### src/rtl/fb_pkg.sv
// rtl/fb_pkg.sv - framebuffer geometry, write-path constants and packer FSM encoding
package fb_pkg;

  localparam int H_RES           = 1024;
  localparam int V_RES           = 768;
  localparam int PIXEL_BITS      = 24;
  localparam int PIXELS_PER_WORD = 32;
  localparam int WORD_BITS       = PIXEL_BITS * PIXELS_PER_WORD;
  localparam int BYTES_PER_WORD  = WORD_BITS / 8;
  localparam int FRAME_WORDS     = (H_RES * V_RES) / PIXELS_PER_WORD;
  localparam int ADDR_STEP       = 16;
  localparam int GAP_CYCLES      = 100;

  typedef enum logic [1:0] {
    ST_IDLE,
    ST_FILL,
    ST_WRITE,
    ST_GAP
  } pack_state_e;

  // Byte address of a framebuffer word, widened to 32 bit before scaling.
  function automatic logic [31:0] word_addr(input logic [14:0] idx);
    return {17'b0, idx} * 32'(ADDR_STEP);
  endfunction

endpackage

### src/rtl/eth_pixel_packer_asm.sv
// rtl/eth_pixel_packer_asm.sv - byte_word_assembler: packs 96 received bytes into one 768-bit word
module byte_word_assembler
  import fb_pkg::*;
(
  input  logic                 clk,
  input  logic                 reset,
  input  logic                 clear,
  input  logic                 wr_en,
  input  logic                 restart,
  input  logic [7:0]           data,
  output logic [WORD_BITS-1:0] word_next,
  output logic [6:0]           byte_cnt,
  output logic                 word_complete
);

  logic [WORD_BITS-1:0] word_q;

  // Bytes enter at the top and shift down, so after 96 inserts byte 0 sits in the LSBs.
  // A restart drops whatever partial word was collected and begins again from this byte.
  assign word_next     = restart ? {data, {(WORD_BITS-8){1'b0}}} : {data, word_q[WORD_BITS-1:8]};
  assign word_complete = wr_en && !restart && (byte_cnt == 7'(BYTES_PER_WORD - 1));

  // Shift register and byte counter.
  always_ff @(posedge clk) begin
    if (reset) begin
      word_q   <= '0;
      byte_cnt <= '0;
    end else if (clear) begin
      word_q   <= '0;
      byte_cnt <= '0;
    end else if (wr_en) begin
      word_q <= word_next;
      if (restart)            byte_cnt <= 7'd1;
      else if (word_complete) byte_cnt <= '0;
      else                    byte_cnt <= byte_cnt + 7'd1;
    end
  end

endmodule

### src/rtl/eth_pixel_packer.sv
// rtl/eth_pixel_packer.sv - packs the Ethernet byte stream into framebuffer write requests
module eth_pixel_packer
  import fb_pkg::*;
#(
  parameter int WORDS_PER_FRAME = FRAME_WORDS,
  parameter int WRITE_GAP       = GAP_CYCLES
) (
  input  logic                 clk,
  input  logic                 reset,
  input  logic                 ram_init,
  input  logic                 rx_valid,
  input  logic [7:0]           rx_data,
  input  logic                 rx_sof,
  output logic                 rx_ready,
  output logic                 e_write_ram,
  output logic [WORD_BITS-1:0] e_write_data,
  output logic [31:0]          e_write_address,
  output logic                 frame_done,
  output logic                 sof_error
);

  pack_state_e          state_q, state_d;
  logic [6:0]           byte_cnt;
  logic [6:0]           gap_cnt;
  logic [14:0]          word_idx;
  logic [WORD_BITS-1:0] word_next;
  logic                 word_complete;
  logic                 accept;
  logic                 sof_err;
  logic                 last_word;
  logic                 asm_clear;

  // Bytes presented while ram_init has just dropped are ignored.
  assign accept    = (state_q == ST_FILL) && rx_valid && ram_init;
  assign sof_err   = accept && rx_sof && ((byte_cnt != 7'd0) || (word_idx != 15'd0));
  assign last_word = (word_idx == 15'(WORDS_PER_FRAME - 1));
  assign asm_clear = (state_q != ST_FILL) || !ram_init;

  byte_word_assembler u_asm (
    .clk           (clk),
    .reset         (reset),
    .clear         (asm_clear),
    .wr_en         (accept),
    .restart       (accept && rx_sof),
    .data          (rx_data),
    .word_next     (word_next),
    .byte_cnt      (byte_cnt),
    .word_complete (word_complete)
  );

  // Next-state logic; losing ram_init overrides everything, including a pending write.
  always_comb begin
    state_d = state_q;
    if (!ram_init) begin
      state_d = ST_IDLE;
    end else begin
      case (state_q)
        ST_IDLE:  state_d = ST_FILL;
        ST_FILL:  if (word_complete) state_d = ST_WRITE;
        ST_WRITE: state_d = ST_GAP;
        ST_GAP:   if (gap_cnt == 7'(WRITE_GAP - 1)) state_d = ST_FILL;
        default:  state_d = ST_IDLE;
      endcase
    end
  end

  // State, counters and registered outputs; write data/address only load on entry to WRITE.
  always_ff @(posedge clk) begin
    if (reset) begin
      state_q         <= ST_IDLE;
      gap_cnt         <= '0;
      word_idx        <= '0;
      rx_ready        <= 1'b0;
      e_write_ram     <= 1'b0;
      e_write_data    <= '0;
      e_write_address <= '0;
      frame_done      <= 1'b0;
      sof_error       <= 1'b0;
    end else begin
      state_q     <= state_d;
      rx_ready    <= (state_d == ST_FILL);
      e_write_ram <= (state_d == ST_WRITE);
      frame_done  <= (state_d == ST_WRITE) && last_word;
      sof_error   <= sof_err;
      gap_cnt     <= (state_q == ST_GAP) ? gap_cnt + 7'd1 : 7'd0;

      if ((state_q == ST_FILL) && (state_d == ST_WRITE)) begin
        e_write_data    <= word_next;
        e_write_address <= word_addr(word_idx);
      end

      if (!ram_init || sof_err)     word_idx <= '0;
      else if (state_q == ST_WRITE) word_idx <= last_word ? 15'd0 : word_idx + 15'd1;
    end
  end

endmodule

### config.mk
export PLATFORM = sky130hd
export DESIGN_NAME = eth_pixel_packer
export DESIGN_NICKNAME = d
export VERILOG_FILES = /design/src/rtl/fb_pkg.sv /design/src/rtl/eth_pixel_packer_asm.sv /design/src/rtl/eth_pixel_packer.sv
export SDC_FILE = /design/constraint.sdc
export NUM_CORES = 2
export LEC_CHECK = 0
export CAP_MARGIN = 20
export CELL_PAD_IN_SITES_DETAIL_PLACEMENT = 0
export CELL_PAD_IN_SITES_GLOBAL_PLACEMENT = 2
export CORE_AREA = 4 4 401 403
export CTS_CLUSTER_SIZE = 28
export DETAILED_ROUTE_END_ITERATION = 10
export DIE_AREA = 0 0 405 407
export DONT_BUFFER_PORTS = 1
export GPL_ROUTABILITY_DRIVEN = 0
export PLACE_DENSITY_LB_ADDON = 0.1
export SKIP_LAST_GASP = 1
export SYNTH_ARGS = -nofsm -noshare
export SYNTH_HDL_FRONTEND = slang
export SYNTH_HIERARCHICAL = 1
export SYNTH_SLANG_ARGS = --single-unit
export TNS_END_PERCENT = 10
### constraint.sdc
create_clock -name clk -period 4.2 [get_ports clk]
set_input_delay 0.63 -clock clk [delete_from_list [all_inputs] [get_ports clk]]
set_output_delay 0.63 -clock clk [all_outputs]
set_load 0.03 [all_outputs]
==> results_dict.tcl <==
set metrics [dict create \
    wl_met2_um 85000 \
    wl_per_cell_um 21.3 \
    status "complete, but fails checks" \
    r2r_setup_slack_ns 0.40 \
    antenna_found_initial 2 \
    crit_slowest_cell "and3_4" \
    start_util 0.397 \
    async_reset_ff_frac 0 \
    synthesis.area_mm2 0.0625 \
    drc 0 \
    drive_above_1_share 0.153 \
    place_worst_setup_slack_ns 0.730 \
    clk_pin_slew_ns 0.06 \
    power_density_mw_per_mm2 446 \
    cts_sinks 1578 \
    setup_viol 0 \
    tritoncts "built" \
    synth_xor_area_frac 0.00238 \
    cpLargestDelayFamily "simple AND/OR/NAND/NOR gates" \
    hpwl_um 119000 \
    cp-endpoint "e_write_data[767]" \
    area_growth_syn_to_layout_pct 9.97 \
    final_net_count 6642 \
    grt.total_usage 0.219 \
    cts_resized 0 \
    ys_seq_area_frac 0.505 \
    postRouteWirelength_um 188000 \
    dieHeight_um 407 \
    post_cts_buffers 0 \
    cp_common_cell "and3_4" \
    worstPathArrival_ns 4.50 \
    wl_met1_um 81200 \
    met3WireLength_um 16300 \
    clk-insertion-delay-late_ns 0.77 \
    core_mm2 0.157 \
    clockRootBuffer "clkbuf_16" \
    drv_cap 0 \
    muxShareOfSynthArea 0.122 \
    final_antenna_net_count 0 \
    crit_fanout 45 \
    grt_max_degree 655 \
    final.setup.tns_ns 0 \
    yosys-top-cells-area "dfxtp_1 (51%), mux2i_1 (12%), and2b_2 (9.8%), nand2_1 (9.5%), a21oi_1 (6.3%)" \
    violations "slew limit" \
    path_buf_inv 3 \
    r2r_start "state_q[1]" \
    min_period_over_period 0.904 \
    worstHoldStart "rx_data[6]" \
    required_ns 4.90 \
    cpPeakStageDelay_ns 0.62 \
    num_vias 43525 \
    grt_overflow 0 \
    slew_headroom -0.763 \
    synth_compound_area_frac 0.0652 \
    endpoint_kind "flip-flop" \
    final-max-slew-violation-count 517 \
    fillers 15739 \
    netlist_top_cells_count "nand2_1 (1581), dfxtp_1 (1578), a21oi_1 (790), nor2_1 (777), mux2i_1 (761)" \
    fp.dieArea_mm2 0.165 \
    avgSynthCellArea_um2 9.04 \
    grt_pass1_vias 41904 \
    worst_slack_ns 0.404 \
    synth_top_area_share 0.505 \
    synth_warnings 6 \
    clockBufferDepth 3 \
    netlist_instances 6912 \
    rsz0062_at_grt "no" \
    grt_pass1_wl_um 280000 \
    skew_ns 0.0308 \
    synth_fa_ha_area_frac 0.000801 \
    cp-startpoint "state_q[1]" \
    synth_top_area_cell "dfxtp_1" \
    drtPass1Iterations 7 \
    r2r_cells 10 \
    ys_seq_elements 1578 \
    path_class "flip-flop to flip-flop" \
    r2r-end "e_write_data[767]" \
    htreeDepth 4 \
    die_width_um 405 \
    ys.flop_type "dfxtp_1" \
    synth.most_common_cell "nand2_1" \
    synth_top_family_by_area "simple AND/OR/NAND/NOR gates" \
    ios 817 \
    synth_edf_count 0 \
    io_buffers 0 \
    ir_drop_mv 0.361 \
    worst-path-stages 10 \
    cts_buffers 176 \
    power_leakage_nw 23.4 \
    max_freq_mhz 263 \
    path_cells "and3b_1 > and3_4 > nand2b_1 > nor3_1 > and3_4 > buf_12 > buf_4 > nand2_1 > a21oi_1 > dlygate4sd3_1" \
    finalHoldViolCount 0 \
    fin_crit_ns 3.80 \
    start_kind "flip-flop" \
    rows 146 \
    synthDistinctLibCells 53 \
    cts_hold_buf 10 \
    vias_per_cell 4.93 \
    top_layer_used "met5" \
    hp-class "primary input to flip-flop" \
    worst_pin_slew_ns 2.64 \
    drt_iter0_markers 2535 \
    yosys.area_share.simple 0.253 \
]
[where the power goes]
group          internal [mW]  leakage (nW)  switching (mW)
sequential              15.0          12.7         0.00345
combinational          0.133          7.81           0.258
clock                   9.08          2.84            6.23
total                   24.2          23.4            6.49
[metrics by stage]
| stage | hold slack [ns] | instances | area [um^2] | power [mW] | util |
|---|---|---|---|---|---|
| after global placement | 0.422 | 8508 | 62900 | 15.7 | 0.399 |
| after CTS | 0.00208 | 8829 | 68700 | 31.1 | 0.436 |
| after floorplan | 0.413 | 6928 | 62600 | 15.7 | - |
| after detailed placement | 0.446 | 8508 | 62900 | 15.7 | 0.399 |
| final | 0.104 | 8835 | 68700 | 30.7 | 0.437 |
| after global routing | 0.0535 | 8830 | 68700 | 31.8 | 0.436 |
[cell families after synthesis]
group,count (synthesis)
other cells,1
buf+inv,558
compound gates,806
simple gates,3187
flops,1578
mux,761
xor+xnor,17
fa+ha+maj,4
[flip-flops by register name, indices dropped and copies added (netlist names)]
register and count:
u_asm/byte_cnt 7, e_write_ram 1, sof_error 1, e_write_address 15, u_asm/word_q 760, frame_done 1, gap_cnt 7, rx_ready 1
e_write_data 768, word_idx 15, state_q 2
[worst register-to-register path: cells and delay by family, from the launching register on]
kind	cells	cell delay (ns)
flip-flops	1	0.54
AO/OA/AOI/OAI	1	0.16
buffers and inverters	3	1.22
AND/OR/NAND/NOR	6	1.83
[cells in the final DEF, fill, tap and decap left out, types with 2 or more instances in the layout]
master and instances:
and3_4 2, a21oi_1 790, diode_2 5, nor3_1 20, dfxtp_1 1578, a31oi_1 2
nand2_1 1580, xnor2_1 12, buf_12 33, inv_1 10, bufinv_16 6, buf_4 23
dlygate4sd3_1 10, clkinv_2 25, mux2i_1 761, and2b_1 6, o21ai_0 3, nand2b_1 2
and4b_1 2, nor2_1 777, ha_1 4, conb_1 17, nand3_1 5, xor2_1 5
clkbuf_1 45, clkinv_8 4, nor2b_1 58, clkbuf_8 48, nand4_1 6, nor4_1 7
and2b_2 700, nand4b_1 5, clkbuf_16 181, nand3b_1 3
[worst min path at each step]
stage / depth (start not counted) / endpoint
floorplan: 1 / gap_cnt[0]
global placement: 1 / gap_cnt[0]
detailed placement: 1 / gap_cnt[0]
CTS: 1 / e_write_data[763]
global route: 2 / e_write_data[766]
finish: 2 / e_write_data[766]
[metal layers]
metal  GRT usage  up-vias
li1            -    21733
met1       0.278    20687
met2       0.344      837
met3      0.0824      266
met4      0.0701        2
met5           0        -
[layout make-up]
type,instances,area (um^2),area share
antenna,5,12.5,0.000182
clock buffer,274,5360,0.0780
clock inverter,37,387,0.00562
inverter,10,37.5,0.000546
multi-input combinational,4792,27800,0.404
sequential,1578,31600,0.460
tap,2072,2590,0.0377
timing repair buffer,67,961,0.0140
Note: power is estimated with default switching activity, not from simulation.
